### src/rtl/whack_round_ctrl.sv
// Round sequencer for the ByteBasher whack-a-box game: target pick, lit window, hit/miss classification, game timer.
// Define HIT_STREAK_EN to add the consecutive-hit streak counter and its bonus pulse.
module whack_round_ctrl #(
    parameter int NUM_BOXES    = 6,
    parameter int SEC_DIV      = 50_000_000,
    parameter int GAME_SECONDS = 60,
    parameter int WIN_L1_CYC   = 100_000_000,
    parameter int WIN_L2_CYC   = 75_000_000,
    parameter int WIN_L3_CYC   = 50_000_000,
    parameter int SETTLE_CYC   = 1_000_000,
    parameter int PICK_TRIES   = 4
) (
    input  logic       CLOCK_50,
    input  logic       reset,
    input  logic       start,
    input  logic [2:0] lfsr_value,
    input  logic [2:0] sensor_input,
    output logic [2:0] target_box,
    output logic       target_valid,
    output logic       hit_detected,
    output logic       miss_pulse,
    output logic [5:0] game_timer,
    output logic [1:0] difficulty_level,
    output logic       busy,
    output logic       game_over
`ifdef HIT_STREAK_EN
    ,
    output logic [3:0] streak,
    output logic       streak_bonus
`endif
);

    localparam logic [2:0]  NB          = 3'(NUM_BOXES);
    localparam logic [2:0]  NO_HIT      = 3'b111;
    localparam logic [3:0]  TRIES       = 4'(PICK_TRIES);
    localparam logic [5:0]  GAME_END    = 6'(GAME_SECONDS);
    localparam logic [5:0]  LVL2_AT     = 6'(GAME_SECONDS / 3);
    localparam logic [5:0]  LVL3_AT     = 6'((2 * GAME_SECONDS) / 3);
    localparam logic [31:0] SEC_LAST    = 32'(SEC_DIV - 1);
    localparam logic [31:0] SETTLE_LAST = 32'(SETTLE_CYC - 1);
    localparam logic [31:0] WIN1        = 32'(WIN_L1_CYC);
    localparam logic [31:0] WIN2        = 32'(WIN_L2_CYC);
    localparam logic [31:0] WIN3        = 32'(WIN_L3_CYC);

    typedef enum logic [2:0] {IDLE, PICK, SHOW, CLEAR, DONE} state_t;

    state_t      state_q, state_d;
    logic [2:0]  target_q, target_d;
    logic [2:0]  prev_q, prev_d;
    logic [3:0]  tries_q, tries_d;
    logic [31:0] window_q, window_d;
    logic [31:0] win_cnt_q, win_cnt_d;
    logic [31:0] settle_q, settle_d;
    logic [31:0] sec_q, sec_d;
    logic [5:0]  timer_q, timer_d;
    logic [1:0]  level_q, level_d;
    logic        hit_q, hit_d;
    logic        miss_q, miss_d;

    logic        busy_now;
    logic        start_game;
    logic        lfsr_ok;
    logic        sensor_box;
    logic [2:0]  fallback;

    function automatic logic [1:0] level_of(input logic [5:0] t);
        logic [1:0] lvl;
        if (t < LVL2_AT)
            lvl = 2'd1;
        else if (t < LVL3_AT)
            lvl = 2'd2;
        else
            lvl = 2'd3;
        return lvl;
    endfunction

    function automatic logic [31:0] window_of(input logic [1:0] lvl);
        logic [31:0] w;
        case (lvl)
            2'd1:    w = WIN1;
            2'd2:    w = WIN2;
            default: w = WIN3;
        endcase
        return w;
    endfunction

    always_comb begin
        state_d    = state_q;
        target_d   = target_q;
        prev_d     = prev_q;
        tries_d    = tries_q;
        window_d   = window_q;
        win_cnt_d  = win_cnt_q;
        settle_d   = settle_q;
        sec_d      = sec_q;
        timer_d    = timer_q;
        hit_d      = 1'b0;
        miss_d     = 1'b0;
        start_game = 1'b0;

        busy_now   = (state_q == PICK) || (state_q == SHOW) || (state_q == CLEAR);
        sensor_box = (sensor_input < NB);
        lfsr_ok    = (lfsr_value < NB) && (lfsr_value != prev_q);
        fallback   = ((prev_q + 3'd1) == NB) ? 3'd0 : prev_q + 3'd1;

        case (state_q)
            IDLE, DONE: begin
                if (start) begin
                    start_game = 1'b1;
                    tries_d    = 4'd0;
                    state_d    = PICK;
                end
            end
            PICK: begin
                // Window is frozen here so a level change mid-round never stretches or cuts it.
                if (tries_q == TRIES || lfsr_ok) begin
                    target_d  = (tries_q == TRIES) ? fallback : lfsr_value;
                    window_d  = window_of(level_q);
                    win_cnt_d = 32'd0;
                    state_d   = SHOW;
                end else begin
                    tries_d = tries_q + 4'd1;
                end
            end
            SHOW: begin
                if (sensor_input == target_q) begin
                    hit_d = 1'b1;
                end else if (sensor_box || win_cnt_q == window_q - 32'd1) begin
                    miss_d = 1'b1;
                end else begin
                    win_cnt_d = win_cnt_q + 32'd1;
                end
                if (hit_d || miss_d) begin
                    prev_d   = target_q;
                    settle_d = 32'd0;
                    state_d  = CLEAR;
                end
            end
            CLEAR: begin
                if (sensor_input != NO_HIT) begin
                    settle_d = 32'd0;
                end else if (settle_q == SETTLE_LAST) begin
                    settle_d = 32'd0;
                    tries_d  = 4'd0;
                    state_d  = PICK;
                end else begin
                    settle_d = settle_q + 32'd1;
                end
            end
            default: state_d = IDLE;
        endcase

        if (start_game) begin
            sec_d   = 32'd0;
            timer_d = 6'd0;
        end else if (busy_now && timer_q != GAME_END) begin
            if (sec_q == SEC_LAST) begin
                sec_d   = 32'd0;
                timer_d = timer_q + 6'd1;
            end else begin
                sec_d = sec_q + 32'd1;
            end
        end

        // Game end overrides any round transition; a strobe decided this cycle still goes out.
        if (busy_now && timer_q == GAME_END)
            state_d = DONE;

        level_d = level_of(timer_d);
    end

    always_ff @(posedge CLOCK_50) begin
        if (reset) begin
            state_q   <= IDLE;
            target_q  <= 3'd0;
            prev_q    <= 3'd0;
            tries_q   <= 4'd0;
            window_q  <= 32'd0;
            win_cnt_q <= 32'd0;
            settle_q  <= 32'd0;
            sec_q     <= 32'd0;
            timer_q   <= 6'd0;
            level_q   <= 2'd1;
            hit_q     <= 1'b0;
            miss_q    <= 1'b0;
        end else begin
            state_q   <= state_d;
            target_q  <= target_d;
            prev_q    <= prev_d;
            tries_q   <= tries_d;
            window_q  <= window_d;
            win_cnt_q <= win_cnt_d;
            settle_q  <= settle_d;
            sec_q     <= sec_d;
            timer_q   <= timer_d;
            level_q   <= level_d;
            hit_q     <= hit_d;
            miss_q    <= miss_d;
        end
    end

`ifdef HIT_STREAK_EN
    logic [3:0] streak_q, streak_d;
    logic       bonus_q, bonus_d;

    always_comb begin
        streak_d = streak_q;
        bonus_d  = 1'b0;
        if (start_game || miss_d) begin
            streak_d = 4'd0;
        end else if (hit_d) begin
            streak_d = (streak_q == 4'd15) ? 4'd15 : streak_q + 4'd1;
            bonus_d  = (streak_d == 4'd5) || (streak_d == 4'd10) || (streak_d == 4'd15);
        end
    end

    always_ff @(posedge CLOCK_50) begin
        if (reset) begin
            streak_q <= 4'd0;
            bonus_q  <= 1'b0;
        end else begin
            streak_q <= streak_d;
            bonus_q  <= bonus_d;
        end
    end

    assign streak       = streak_q;
    assign streak_bonus = bonus_q;
`endif

    assign target_box       = target_q;
    assign target_valid     = (state_q == SHOW);
    assign hit_detected     = hit_q;
    assign miss_pulse       = miss_q;
    assign game_timer       = timer_q;
    assign difficulty_level = level_q;
    assign busy             = busy_now;
    assign game_over        = (state_q == DONE);

endmodule
### config.mk
export PLATFORM = sky130hd
export DESIGN_NAME = whack_round_ctrl
export DESIGN_NICKNAME = d
export VERILOG_FILES = /design/src/rtl/whack_round_ctrl.sv
export SDC_FILE = /design/constraint.sdc
export NUM_CORES = 1
export LEC_CHECK = 0
export CORE_MARGIN = 10
export CORE_UTILIZATION = 60
export CTS_BUF_LIST = sky130_fd_sc_hd__clkbuf_4 sky130_fd_sc_hd__clkbuf_8 sky130_fd_sc_hd__clkbuf_16
export CTS_CLUSTER_SIZE = 40
export DETAILED_ROUTE_END_ITERATION = 8
export PLACE_DENSITY = 0.89
export SLEW_MARGIN = 10
export SYNTH_ARGS = -nofsm -noshare
export SYNTH_HDL_FRONTEND = slang
export SYNTH_SLANG_ARGS = --single-unit
### constraint.sdc
create_clock -name CLOCK_50 -period 5.4 [get_ports CLOCK_50]
set_input_delay 1.08 -clock CLOCK_50 [delete_from_list [all_inputs] [get_ports CLOCK_50]]
set_output_delay 1.08 -clock CLOCK_50 [all_outputs]
set_load 0.02 [all_outputs]
==> results.md, run 1 <==
* Status: completed
* Synth unique cells at 69
* Pwr/cell area at approximately 320 mW/mm²
* Initial Util at between 60% and 70%
* Detail Placement HPWL at approximately 12 mm
* Starting DRT DRC Count at ~560
* #FFs+latches synth at 126
* Vias in the first global route at 6297
* Share of the synthesized area in the top cell type at a little over a third
* Final hold vios at 0
* H-tree Lvls at 4
* ANT nets after route at 0
* Fmax achieved at 224 MHz
* Worst-Margin Slew at a little over 1 ns
* Row cnt at 39
* Synth Cell Area at between 0.007 and 0.008 mm²
* CTS tree: built
* Ranking of synthesized cells by area: dfxtp_1, a21oi_1, nor2_1
* Total global-route track usage at between 20% and 30%
* DR vias/cell at 6.37
* Via count at approximately 6.7k
* P&R area growth vs syn at 12.4%
* CTS-repair resized insts at 0
* RSZ-0062 raised after global routing: false
* Initial antenna violation count at 0
* Clk Latency, worst-skew pair at roughly 0.42 ns
* Setup_tns at 0 ns
* Final Non-Filler Cells at 1046
* Register area share after synthesis at between 30% and 40%
* Share of cells above drive strength 1 at 6.20%
* Total wire length at between 15 and 20 mm
* Clk_skew at around 0.0086 ns
* Placed insts at roughly 1k
* Clk sinks at 126
* Area leader, netlist: dfxtp_1
* CTS Buf Count at 17
* Wire length on met3 at 870 µm
* Routed WL per cell at approximately 17 µm
* Pleak at between 2 and 3 nW
* Root Buffer: clkbuf_16
* Critical path peak fanout at 38
* Drt pass-1 iters at 6
* Post-route cell area at between 0.007 and 0.008 mm²
* Synth Net Count at a little over 900
* Clock slew at reported path FFs at approximately 0.060 ns
* Max layer used: met4
* Setup Buffers After CTS at 0
* Core box area at approximately 0.011 mm²
* Die W at roughly 130 µm
* Slew margin rel. at about a third
* # fillers at 894
* Final Max Slew Viols at 0
* WS Path Type: reg -> reg
* Final GP Congestion at 0.949
* Worst Path Required at 5.74 ns
* Most frequent cells in the layout: dfxtp_1, nor2_1, nand2_1
* Die H at 128 µm
* Post-Route M1 WL at 7.45 mm
* Final core occ at 69.2%
* Most common cell after layout, fill and taps aside: dfxtp_1
* Path category of the worst min-delay check: reg -> reg
* Total die area at roughly 0.017 mm²
* # port buffers at 24
* Syn Area/Cell at approximately 8 µm²
* Crit end category: flop
* Final setup viols at 0
* Ys async rst share at 0%
* Fin crit share at 82.5%
* WL met2 at between 8 and 9 mm
* # nets final at just over 900
* YS warnings at 0
* Worst Path Arrival at approximately 4.8 ns
* Total power at 2.51 mW
* Diode count at 0
* Pre-CTS WS at 1.02 ns
* Post-layout minimum cycle time at 4.46 ns
* Worst setup SP type: flop
* PnR worst setup slack at roughly 0.94 ns
* Post-synthesis cell count at ~890
* CTS max path bufs at 2
* Main synth FF type: dfxtp_1
* First-pass GRT wire length at ~29 mm
* WHS at between 0.4 and 0.5 ns
* EDFF count, synth at 0
* Grt ovf at 0
* I/O Pins at 25
* # DRC at 0
* Post-cts hold buffer count at 0
* Max_cap viols at 0
* Largest net degree at the start of global routing at 39
* Placed inst area at 0.00735 mm²
* VDD IR-drop max at 0.345 mV
metal layers:
| layer | vias to the layer above | global-route usage [%] |
|---|---|---|
| li1 | 3288 | - |
| met3 | 34 | 4.89 |
| met5 | - | 0 |
| met1 | 3133 | 24.6 |
| met4 | 0 | 8.81 |
| met2 | 209 | 36.4 |
power by group:
part           leakage (nW)  switching, mW  internal [mW]  total [mW]
Clock                 0.286          0.416          0.710        1.13
Sequential             1.02         0.0385          0.948       0.987
Combinational          1.37          0.254          0.143       0.398
Total                  2.67          0.709           1.80        2.51
kinds of logic (layout without fill, tap and decap cells):
logic type / Yosys count / after routing / synth area share, %
compound gates: 193 / 193 / 18.0
mux: 9 / 9 / 1.31
simple gates: 416 / 416 / 31.6
fa+ha+maj: 15 / 15 / 2.66
xor+xnor: 54 / 54 / 6.70
buf+inv: 72 / 90 / 4.02
flops: 126 / 126 / 35.7
Yosys cell counts, types with 10 or more instances:
| cell | number |
|---|---|
| a211oi_1 | 10 |
| o31ai_1 | 17 |
| nand3_1 | 43 |
| and2_1 | 10 |
| clkbuf_1 | 31 |
| buf_2 | 11 |
| o21ai_0 | 24 |
| and3_1 | 29 |
| or4_1 | 23 |
| and4_1 | 11 |
| a21oi_1 | 70 |
| xnor2_1 | 28 |
| ha_1 | 15 |
| nand4_1 | 22 |
| nor2b_1 | 10 |
| inv_1 | 28 |
| or3_1 | 23 |
| nand2_1 | 75 |
| dfxtp_1 | 126 |
| nor2_1 | 92 |
| xor2_1 | 26 |
| nor4_1 | 12 |
| nor3_1 | 27 |
final timing paths:
kind / start / endpoint / slack (ns) / cells after the start
worst max register to register: window_q[11]$_SDFFE_PP0P_ / settle_q[28]$_SDFFE_PP0P_ / 0.94 / 11
worst min-delay path: sec_q[1]$_SDFFE_PP0P_ / sec_q[1]$_SDFFE_PP0P_ / 0.48 / 2
worst max-delay path: window_q[11]$_SDFFE_PP0P_ / settle_q[28]$_SDFFE_PP0P_ / 0.94 / 11
worst min register to register: sec_q[1]$_SDFFE_PP0P_ / sec_q[1]$_SDFFE_PP0P_ / 0.48 / 2
final cells by class:
cell class,count,area [µm²],share of cell area [%]
repair buffers,31,293,3.69
clock buffers,21,468,5.90
clock inverters,10,113,1.42
flip-flops and latches,126,2520,31.8
inverters,28,105,1.32
well taps,143,179,2.26
multi-input cells,687,4250,53.6
critical path, stage by stage, from the launching register on:
cell     delay (ns)
dfxtp_1        0.45
inv_1          0.12
ha_1           0.31
ha_1           0.51
or3b_2         0.48
a21oi_1        0.15
mux2i_1        0.12
nor4b_2        0.25
nand4_1        0.48
a21o_1         0.71
or4_1          0.64
a21oi_1        0.16
state kept, by name, summed over array words and instances (netlist names):
register and flops:
window_q 7, tries_q 4, miss_pulse 1, sec_q 32, target_box 3, win_cnt_q 32, game_timer 6, prev_q 3
settle_q 32, state_q 3, hit_detected 1, difficulty_level 2
(Power assumes the default switching activity.)
==> run 2: changes to the inputs <==
Settings changed: CORE_UTILIZATION 60 to 56, PLACE_DENSITY 0.89 to 0.88.
Clock period 5.4 ns to 4.05 ns, I/O delays scaled along.
==> results.md, run 2 (synthesis gave the netlist of run 1 again) <==
* Status: completed
* Grt ovf at 0 (unchanged)
* CTS max path bufs at 2 (unchanged)
* Final Non-Filler Cells at 1085 (+3.7%)
* # DRC at 0 (unchanged)
* Clk_skew at 0.0150 ns (+0.00645 ns)
* Post-route cell area at 0.00803 mm² (+1.2%)
* Vias in the first global route at 6369 (+1.1%)
* Total global-route track usage at 20.3% (-0.80 points)
* P&R area growth vs syn at 13.7%
* # port buffers at 24 (unchanged)
* Total die area at 0.0175 mm² (+6.0%)
* Total wire length at 18.0 mm (+3.0%)
* Starting DRT DRC Count at 692 (+24%)
* Sequential cell area at 0.00252 mm² (unchanged)
* Clk Latency, worst-skew pair at 0.44 ns (+0.02 ns)
* Worst Path Arrival at 4.11 ns (-0.69 ns)
* Setup_tns at 0 ns (unchanged)
* Initial antenna violation count at 0 (unchanged)
* Setup Buffers After CTS at 0 (unchanged)
* Detail Placement HPWL at 12.1 mm (+2.2%)
* Row cnt at 40 (+2.6%)
* Placed inst area at 0.00748 mm² (+1.8%)
* Path category of the worst min-delay check: reg -> reg
* # fillers at 988 (+11%)
* Crit end category: flop
* Clk sinks at 126 (unchanged)
* ANT nets after route at 0 (unchanged)
* Via count at 6777 (+1.7%)
* Max_cap viols at 0 (unchanged)
* Placed insts at 1053 (+3.7%)
* First-pass GRT wire length at 30.2 mm (+3.3%)
* Critical path peak fanout at 15 (-61%)
* Worst Path Required at 4.37 ns (-1.37 ns)
* Die H at 132 µm (+3.0%)
* Post-layout minimum cycle time at 3.78 ns (-0.671 ns)
* Largest regs: sec_q (32), settle_q (32), win_cnt_q (32)
* Most common cell after layout, fill and taps aside: dfxtp_1
* Diode count at 0 (unchanged)
* CP max stage cell: o311ai_0
* Pwr/cell area at 408 mW/mm² (+29%)
* Pleak at 2.71 nW (+1.4%)
* Core box area at 0.0122 mm² (+6.1%)
* Die W at 132 µm (+3.0%)
* RSZ-0062 raised after global routing: false
* Initial Util at 58.1% (-3.5 points)
* Drt pass-1 iters at 5 (-1)
* Worst setup SP type: flop
* Most frequent cells in the layout: dfxtp_1, nor2_1, nand2_1
* CTS Buf Count at 17 (unchanged)
* Root Buffer: clkbuf_16
* CTS tree: built
* # nets final at 928 (+1.4%)
* Share of cells above drive strength 1 at 7.74% (+1.5 points)
* Most used cell, CP: ha_1
* Fmax achieved at 264 MHz (+18%)
* Total power at 3.27 mW (+30%)
* Fin crit share at 93.4% (+11 points)
* H-tree Lvls at 4 (unchanged)
* Crit-path max cell delay at 0.80 ns (+0.09 ns)
* VDD IR-drop max at 0.382 mV (+11%)
* Final Max Slew Viols at 0 (unchanged)
* Largest net degree at the start of global routing at 39 (unchanged)
* Final GP Congestion at 0.981 (+3.4%)
* CTS-repair resized insts at 0 (unchanged)
* Clock slew at reported path FFs at 0.06 ns (about the same)
* Final setup viols at 0 (unchanged)
* Routed WL per cell at 16.6 µm (-0.69%)
* Slew margin rel. at 36.2% (+4.0 points)
* Multi-input gate area at 0.00426 mm² (about the same)
* WS Path Type: reg -> reg
* Final hold vios at 0 (unchanged)
* Post-cts hold buffer count at 0 (unchanged)
* Worst-Margin Slew at 0.948 ns (-0.0693 ns)
* CP cell instances: inv_1 > ha_1 > ha_1 > nand3b_1 > nor4_1 > o311ai_0 > o21ai_1 > a31oi_1 > a21oi_1 > a31o_2
* DR vias/cell at 6.25 (-2.0%)
* I/O Pins at 25 (unchanged)
-- run 2: path summary, 6_finish.rpt --
check / end / from / cells past startpoint / slack (ns)
worst max register to register: win_cnt_q[14]$_SDFFE_PP0P_ / window_q[19]$_SDFFE_PP0P_ / 10 / 0.27
worst min register to register: settle_q[31]$_SDFFE_PP0P_ / settle_q[31]$_SDFFE_PP0P_ / 2 / 0.47
worst max-delay path: win_cnt_q[14]$_SDFFE_PP0P_ / window_q[19]$_SDFFE_PP0P_ / 10 / 0.27
worst min-delay path: settle_q[31]$_SDFFE_PP0P_ / settle_q[31]$_SDFFE_PP0P_ / 2 / 0.47
-- run 2: critical path: cells and delay by family, from the launching register on --
family / cells / cell delay, ns
AND/OR/NAND/NOR: 2 / 0.24
buffers and inverters: 1 / 0.09
flip-flops: 1 / 0.31
adder cells (fa/ha/maj): 2 / 0.81
AO/OA/AOI/OAI: 5 / 2.22
-- run 2: layout make-up --
class	count	share of cell area (%)
Timing Repair Buffer	44	4.86
Clock inverter	14	1.40
Sequential cell	126	31.4
Multi-Input combinational cell	687	53.0
Clock buffer	18	5.39
Tap cell	168	2.62
Inverter	28	1.31
-- run 2: power by group --
group	internal [mW]	total, mW	leakage (nW)	switching (mW)
combinational	0.208	0.558	1.44	0.351
sequential	1.26	1.31	1.02	0.0445
clock	0.795	1.41	0.258	0.612
total	2.27	3.27	2.71	1.01
-- run 2: metal layers --
metal  GRT usage (%)  wire [µm]
met5               0          0
met4            9.11        457
met3            5.56       1080
met2            33.4       8660
met1            24.2       7770
-- run 2: metrics by stage --
stage / worst slack (ns) / hold WS [ns] / utilization [%]
floorplan: 0.624 / 0.446 / -
global placement: 0.399 / 0.464 / 61.5
detailed placement: 0.254 / 0.470 / 61.5
CTS: 0.258 / 0.476 / 66.0
global route: 0.0463 / 0.503 / 66.0
finish: 0.266 / 0.474 / 66.0
